===== config.mk =====
export PLATFORM = sky130hd
export DESIGN_NAME = sdram_arbiter_2p
export DESIGN_NICKNAME = d
export VERILOG_FILES = /design/src/rtl/sdram_arb_pkg.sv /design/src/rtl/sdram_init_timer.sv /design/src/rtl/sdram_arbiter_2p.sv
export SDC_FILE = /design/constraint.sdc
export NUM_CORES = 1
export LEC_CHECK = 0
export CORE_ASPECT_RATIO = 0.6
export CORE_UTILIZATION = 43
export DETAILED_ROUTE_END_ITERATION = 10
export GPL_ROUTABILITY_DRIVEN = 0
export MAX_ROUTING_LAYER = met4
export PLACE_DENSITY = 0.85
export SYNTH_ARGS = -nofsm -noshare
export SYNTH_HDL_FRONTEND = slang
export SYNTH_SLANG_ARGS = --single-unit

===== constraint.sdc =====
create_clock -name clk -period 2.3 [get_ports clk]
set_input_delay 0.345 -clock clk [delete_from_list [all_inputs] [get_ports clk]]
set_output_delay 0.345 -clock clk [all_outputs]
set_load 0.05 [all_outputs]

===== src/rtl/sdram_arb_pkg.sv =====
// Shared types and default sizing for the two-port SDRAM arbiter.
// State encodings are one-hot; grant tracking drives the round-robin tie-break.
package sdram_arb_pkg;

  localparam int ADDR_W_DEF      = 24;
  localparam int DATA_W_DEF      = 16;
  localparam int INIT_WAIT_DEF   = 25000;
  localparam int ACK_TIMEOUT_DEF = 1024;

  typedef enum logic [3:0] {
    ST_IDLE  = 4'b0001,
    ST_ISSUE = 4'b0010,
    ST_WAIT  = 4'b0100,
    ST_DONE  = 4'b1000
  } state_e;

  typedef enum logic {
    GRANT_A = 1'b0,
    GRANT_B = 1'b1
  } grant_e;

  // B wins when it is the only requester, or on a tie when A was served last.
  function automatic logic pick_b(input logic req_a, input logic req_b, input grant_e last);
    return req_b && (!req_a || (last == GRANT_A));
  endfunction

endpackage


===== src/rtl/sdram_init_timer.sv =====
// Saturating power-up counter; ready rises the cycle after the count
// reaches INIT_WAIT-1 and stays high until the next reset.
module sdram_init_timer
  import sdram_arb_pkg::*;
#(
  parameter int INIT_WAIT = INIT_WAIT_DEF
) (
  input  logic clk,
  input  logic reset,
  output logic ready
);

  localparam int CNT_W = (INIT_WAIT > 1) ? $clog2(INIT_WAIT) : 1;
  localparam logic [CNT_W-1:0] CNT_LAST = CNT_W'(INIT_WAIT - 1);

  logic [CNT_W-1:0] init_cnt_q, init_cnt_d;
  logic             ready_q, ready_d;

  always_comb begin
    init_cnt_d = init_cnt_q;
    if (init_cnt_q != CNT_LAST) begin
      init_cnt_d = init_cnt_q + 1'b1;
    end
    ready_d = (init_cnt_q == CNT_LAST);
  end

  always_ff @(posedge clk) begin
    if (reset) begin
      init_cnt_q <= '0;
      ready_q    <= 1'b0;
    end else begin
      init_cnt_q <= init_cnt_d;
      ready_q    <= ready_d;
    end
  end

  assign ready = ready_q;

endmodule


===== src/rtl/sdram_arbiter_2p.sv =====
// Round-robin arbiter sharing one SdramCtrl request port between requesters A and B,
// with power-up hold-off, per-access ack timeout and ack/read-data routing.
module sdram_arbiter_2p
  import sdram_arb_pkg::*;
#(
  parameter int ADDR_W      = ADDR_W_DEF,
  parameter int DATA_W      = DATA_W_DEF,
  parameter int INIT_WAIT   = INIT_WAIT_DEF,
  parameter int ACK_TIMEOUT = ACK_TIMEOUT_DEF
) (
  input  logic              clk,
  input  logic              reset,
  input  logic              a_req,
  input  logic              a_rh_wl,
  input  logic [ADDR_W-1:0] a_addr,
  input  logic [DATA_W-1:0] a_data_w,
  output logic              a_ack,
  output logic [DATA_W-1:0] a_data_r,
  input  logic              b_req,
  input  logic              b_rh_wl,
  input  logic [ADDR_W-1:0] b_addr,
  input  logic [DATA_W-1:0] b_data_w,
  output logic              b_ack,
  output logic [DATA_W-1:0] b_data_r,
  output logic              sdram_req,
  output logic              sdram_rh_wl,
  output logic [ADDR_W-1:0] sdram_addr,
  output logic [DATA_W-1:0] sdram_data_w,
  input  logic              sdram_ack,
  input  logic [DATA_W-1:0] sdram_data_r,
  output logic              ready,
  output logic              timeout_err,
  output logic              busy_b
);

  localparam int WAIT_W = (ACK_TIMEOUT > 1) ? $clog2(ACK_TIMEOUT) : 1;
  localparam logic [WAIT_W-1:0] WAIT_LAST = WAIT_W'(ACK_TIMEOUT - 1);

  state_e            state_q, state_d;
  grant_e            last_grant_q, last_grant_d;
  logic [WAIT_W-1:0] wait_cnt_q, wait_cnt_d;
  logic              sdram_req_q, sdram_req_d;
  logic              sdram_rh_wl_q, sdram_rh_wl_d;
  logic [ADDR_W-1:0] sdram_addr_q, sdram_addr_d;
  logic [DATA_W-1:0] sdram_data_w_q, sdram_data_w_d;
  logic              a_ack_q, a_ack_d;
  logic              b_ack_q, b_ack_d;
  logic [DATA_W-1:0] a_data_r_q, a_data_r_d;
  logic [DATA_W-1:0] b_data_r_q, b_data_r_d;
  logic              timeout_err_q, timeout_err_d;
  logic              busy_b_q, busy_b_d;
  logic              grant_b;

  sdram_init_timer #(
    .INIT_WAIT(INIT_WAIT)
  ) u_init_timer (
    .clk  (clk),
    .reset(reset),
    .ready(ready)
  );

  always_comb begin
    state_d        = state_q;
    last_grant_d   = last_grant_q;
    wait_cnt_d     = wait_cnt_q;
    sdram_req_d    = 1'b0;
    sdram_rh_wl_d  = sdram_rh_wl_q;
    sdram_addr_d   = sdram_addr_q;
    sdram_data_w_d = sdram_data_w_q;
    a_ack_d        = 1'b0;
    b_ack_d        = 1'b0;
    a_data_r_d     = a_data_r_q;
    b_data_r_d     = b_data_r_q;
    timeout_err_d  = timeout_err_q;
    busy_b_d       = busy_b_q;
    grant_b        = pick_b(a_req, b_req, last_grant_q);

    unique case (state_q)
      ST_IDLE: begin
        if (ready && (a_req || b_req)) begin
          state_d        = ST_ISSUE;
          sdram_req_d    = 1'b1;
          last_grant_d   = grant_b ? GRANT_B : GRANT_A;
          busy_b_d       = grant_b;
          sdram_rh_wl_d  = grant_b ? b_rh_wl : a_rh_wl;
          sdram_addr_d   = grant_b ? b_addr : a_addr;
          sdram_data_w_d = grant_b ? b_data_w : a_data_w;
        end
      end
      ST_ISSUE: begin
        state_d    = ST_WAIT;
        wait_cnt_d = '0;
      end
      ST_WAIT: begin
        wait_cnt_d = wait_cnt_q + 1'b1;
        // An ack in the final wait cycle still counts as a normal completion.
        if (sdram_ack || (wait_cnt_q == WAIT_LAST)) begin
          state_d = ST_DONE;
          a_ack_d = (last_grant_q == GRANT_A);
          b_ack_d = (last_grant_q == GRANT_B);
          if (!sdram_ack) begin
            timeout_err_d = 1'b1;
          end else if (sdram_rh_wl_q) begin
            if (last_grant_q == GRANT_B) b_data_r_d = sdram_data_r;
            else                         a_data_r_d = sdram_data_r;
          end
        end
      end
      ST_DONE: begin
        state_d = ST_IDLE;
      end
      default: begin
        state_d = ST_IDLE;
      end
    endcase
  end

  always_ff @(posedge clk) begin
    if (reset) begin
      state_q        <= ST_IDLE;
      last_grant_q   <= GRANT_B;
      wait_cnt_q     <= '0;
      sdram_req_q    <= 1'b0;
      sdram_rh_wl_q  <= 1'b1;
      sdram_addr_q   <= '0;
      sdram_data_w_q <= '0;
      a_ack_q        <= 1'b0;
      b_ack_q        <= 1'b0;
      a_data_r_q     <= '0;
      b_data_r_q     <= '0;
      timeout_err_q  <= 1'b0;
      busy_b_q       <= 1'b0;
    end else begin
      state_q        <= state_d;
      last_grant_q   <= last_grant_d;
      wait_cnt_q     <= wait_cnt_d;
      sdram_req_q    <= sdram_req_d;
      sdram_rh_wl_q  <= sdram_rh_wl_d;
      sdram_addr_q   <= sdram_addr_d;
      sdram_data_w_q <= sdram_data_w_d;
      a_ack_q        <= a_ack_d;
      b_ack_q        <= b_ack_d;
      a_data_r_q     <= a_data_r_d;
      b_data_r_q     <= b_data_r_d;
      timeout_err_q  <= timeout_err_d;
      busy_b_q       <= busy_b_d;
    end
  end

  assign sdram_req    = sdram_req_q;
  assign sdram_rh_wl  = sdram_rh_wl_q;
  assign sdram_addr   = sdram_addr_q;
  assign sdram_data_w = sdram_data_w_q;
  assign a_ack        = a_ack_q;
  assign b_ack        = b_ack_q;
  assign a_data_r     = a_data_r_q;
  assign b_data_r     = b_data_r_q;
  assign timeout_err  = timeout_err_q;
  assign busy_b       = busy_b_q;

endmodule


# Yosys cells after proc, flatten, opt, wreduce, memory -nomap -nowiden

Index checks and enable logic that the tools add are counted.

Flip-flop bits (word level): 109
Input bits: 103
Output and inout bits: 79

Add/subtract/negate cells: 2
Equal/unequal tests: 8
Mux-type cells: 9
Bitwise logic cells: 5
Reductions and logical operators: 14

Operators with widths:

| operator              | count |
|---|---|
| $mux 24               | 1 |
| $pmux 10 s2           | 1 |
| $mux 16               | 1 |
| $add 15x1->15 const B | 1 |
| $eq 15x15->1 const B  | 1 |
| $ne 15x15->1 const B  | 1 |
| $pmux 4 s3            | 1 |
| $add 10x1->10 const B | 1 |
| $eq 10x10->1 const B  | 1 |
| $reduce_and 5->1      | 2 |
| $mux 4                | 2 |
| $not 1->1             | 5 |
| $eq 4x1->1 const B    | 1 |
| $eq 4x2->1 const B    | 1 |
| $eq 4x3->1 const B    | 1 |
| $ne 2x2->1 const B    | 2 |
| $reduce_and 2->1      | 2 |
| $logic_or 1x1->1      | 3 |
| $mux 1                | 3 |
| $reduce_and 3->1      | 1 |
| $reduce_or 3->1       | 1 |
| $logic_and 1x1->1     | 2 |
| $reduce_bool 2->1     | 1 |
| $reduce_or 2->1       | 1 |
| $logic_not 1->1       | 1 |

# Depth between registers and ports, before layout

Depth after elaboration: 4
Depth in mapped cells: 7

# Cells and area by module

Synthesis repeated with hierarchy kept, for this count alone.

Cell total of the unflattened synthesis: 545
Area, all modules: 4760.8 µm²

Modules (own cells, without submodules):

| module           | times used | cells an instance | area each (µm²) | seq. area each (µm²) |
|---|---|---|---|---|
| sdram_arbiter_2p | 1          | 457               | 3992.6          | 1861.8 |
| sdram_init_timer | 1          | 88                | 768.2           | 320.3 |

# Least setup slack after synthesis

OpenSTA, ideal clock, no wires.

Path kind: reg-to-reg
From: register state_q[1]
To: register a_data_r_q[2] (netlist: a_data_r[2])
Library setup time: 0.132 ns
Data arrival time: 1.714 ns
Setup slack: 0.453 ns
Cell stages (with the launch flop): 8
Period minus slack after synthesis: 1.847 ns
Cells stage by stage: dfxtp_1 or4b_4 buf_6 or3_1 buf_2 buf_6 nand2_1 a21oi_1

Word-level cells in the longest chain between the ends: 2

RTL lines:

| element                           | line                    | source |
|---|---|---|
| start, declared                   | sdram_arbiter_2p.sv:39  | `state_e state_q, state_d;` |
| start signal, assigned            | sdram_arbiter_2p.sv:134 | `state_q <= state_d;` |
| $eq 4x3->1                        | sdram_arbiter_2p.sv:78  | `unique case (state_q)` |
| $reduce_and 5->1 (no source line) | --                      |  |
| end signal, assigned              | sdram_arbiter_2p.sv:143 | `a_data_r_q <= a_data_r_d;` |
| end, declared                     | sdram_arbiter_2p.sv:48  | `logic [DATA_W-1:0] a_data_r_q, a_data_r_d;` |

No other way between the ends.
A chain may end at the register's enable or synchronous reset.

# Worst setup path after layout

From: register state_q[1]
To: register a_data_r_q[4] (netlist: a_data_r[4])

The elaborated chain is that of the path after synthesis.

==> key figures <==
Setup path
  • Worst EP arrival: 2270 ps
  • Max Fanout on Critical Path: 20
  • R2R Setup Slk: 250 ps
  • CP Launch Type: flop
  • Critical Path RT: 2520 ps
  • Crit. End Element: flop
  • Crit Path Category: flop to flop

Power and ir drop
  • Worst IR Drop VDD: 0.373 mV
  • PwrDens: 571 mW/mm^2
  • Pleak: 2.25 nW

STA
  • Setup TNS: 0 ps
  • Unrepaired setup endpoints after global routing: false
  • Final Skew: 8.07 ps
  • Period utilization: 89.1%
  • Fin. max-slew vios: 0
  • Hold Violations, Final: 0
  • Post-layout min period: 2050 ps
  • Max-slew headroom: 47.6%
  • Final Setup Violations: 0
  • Peak Freq: 0.488 GHz
  • Worst-Margin Slew: 775 ps

Routing
  • Iter 0 DRT Violations: 203
  • Via/cell ratio: 5.27
  • Total wire length: 12500 microns
  • Met1 wire length: 5390 microns
  • Vias: 4487
  • Top routing layer in use: met4
  • Antenna Nets Post-Route: 0
  • Met3 routed WL: 786 microns
  • Routed wl met2: 6080 microns
  • Detailed-route DRC error count: 0
  • First-pass detailed-route iteration total: 4
  • Wire per inst: 14.7 microns

GRT
  • Vias in the first global route: 4074
  • Largest net degree at the start of global routing: 54
  • Gr ovfl total: 0
  • First-pass GRT wire length: 19400 microns
  • Antenna violations before repair: 0
  • GRT Util Overall: 23.1%

Synth
  • Synth area leaders: dfxtp_1 49%, nand2_1 13%, a311oi_1 8.1%, nor2_1 5.4%, a21oi_1 4.8%
  • Mean Syn Cell Area: 8.06 sq um
  • Post-Syn Area: 0.00446 sq mm
  • YS warnings: 0
  • Synth top area share: 49.0%
  • Post-synthesis sequential area ratio: 49.0%
  • FF+latch count, synth: 109
  • Post-Syn Instances: 553
  • Post-synth EDFFs: 0
  • Post-synth top flop: dfxtp_1
  • Synthesized net count: 658
  • Synth async-reset ratio: 0%
  • Post-synthesis cell type with the largest combined area: dfxtp_1
  • Cell variety after synth: 42

Clock tree
  • Clk buf depth: 2
  • Num Clock Sinks: 109
  • Hold-fix buffers, CTS: 0
  • Post-CTS setup repair buffer count: 0
  • H-tree depth: 3
  • Worst skew pair latency: 340 ps
  • TritonCTS clock tree: yes
  • Post-cts resize count: 0
  • Root buffer cell: clkbuf_16
  • TritonCTS Buffers: 9
  • Clk pin slew, worst setup/hold paths: 70 ps

Final layout
  • # nets final: 816
  • Fill count: 789
  • Most frequent cells in the layout: 180 x clkdlybuf4s50_1, 160 x nand2_1, 109 x dfxtp_1
  • Commonest non-fill, non-tap cell in the layout: clkdlybuf4s50_1
  • Final core utilization: 67.0%
  • Antenna cells: 0
  • Layout overhead on the synthesized area: 49.6%
  • Layout cells sized above 1: 4.33%
  • Design area: 0.00667 sq mm

Die
  • Die H: 80.9 microns
  • Starting density of the core: 44.8%
  • I/O pins: 182
  • Chip Width: 133 microns
  • Placement Rows: 28
  • Die area: 0.0108 sq mm
  • Core Region: 0.00995 sq mm

Placed design
  • Post-DP Area: 0.00635 sq mm
  • Port Buffers: 181
  • HPWL Detailed: 8980 microns

Min path
  • Worst hold path class: flop to flop

Job
  • Max cap viols: 0

Outcome
  • Status: finished clean
path summary, 6_finish.rpt:
| path | to | cells past startpoint | from |
|---|---|---|---|
| setup / recovery | a_data_r[4] | 4 | state_q[1] |
| hold reg to reg | a_data_r[1] | 2 | a_data_r[1] |
| setup reg to reg | a_data_r[4] | 4 | state_q[1] |
| hold / removal | a_data_r[1] | 2 | a_data_r[1] |
logic make-up after synthesis:
kind of cell | count (synthesis) | share of synthesized area, %
simple gates | 279 | 27.3
flops | 109 | 49.0
compound gates | 105 | 16.2
buf+inv | 46 | 4.58
xor+xnor | 9 | 1.77
mux | 3 | 0.702
fa+ha+maj | 2 | 0.561
metal layers:
| metal | track usage [%] | vias up |
|---|---|---|
| li1 | - | 2232 |
| met1 | 28.2 | 2071 |
| met2 | 37.9 | 158 |
| met3 | 5.74 | 26 |
| met4 | 7.05 | 0 |
| met5 | - | - |
through the flow:
stage	total power (W)	worst slack [ps]	cells	hold slack, ps
finish	0.00381	250	851	461
global route	0.00394	64.2	851	480
CTS	0.00384	257	851	463
detailed placement	0.00224	242	835	452
global placement	0.00223	323	835	445
floorplan	0.00203	453	553	455
layout make-up:
class	instances	area (sq um)	share of cell area, %
Clock buffer	10	239	3.58
Clock inverter	6	75.1	1.13
Timing Repair Buffer	188	1910	28.7
Tap cell	135	169	2.53
Inverter	5	18.8	0.282
Sequential cell	109	2180	32.7
Multi-Input combinational cell	398	2070	31.1
synthesized netlist by cell type, types with 3 or more instances:
master    count
clkbuf_1     26
a21oi_1      43
or3_1         6
nor4b_1       3
dfxtp_1     109
o21ai_0       7
xnor2_1       8
a31oi_1       3
a311oi_1     41
nand4_1       4
inv_1         5
buf_2        13
nor4_1        5
nor3_1       10
nand2_1     160
nand3_1      10
nor2_1       64
critical path, cell delays in order, from the launching register on:
cell,delay (ps)
dfxtp_1,340
or4b_4,680
or3_1,660
nand2_1,170
a21oi_1,80
registers in the layout, indices dropped and copies added, names as in the netlist:
register,flops
sdram_addr,24
a_data_r,16
b_data_r,16
sdram_data_w,16
u_init_timer.init_cnt_q,15
wait_cnt_q,10
state_q,4
a_ack,1
b_ack,1
busy_b,1
last_grant_q,1
sdram_req,1
sdram_rh_wl,1
timeout_err,1
u_init_timer.ready,1
power by group:
part	switching [W]	internal [W]	leakage [nW]
clock network	0.000719	0.000894	0.152
logic	0.000115	0.000186	1.22
registers	0.00000586	0.00189	0.878
total	0.000839	0.00297	2.25
Power figures use the tool's default switching activity.
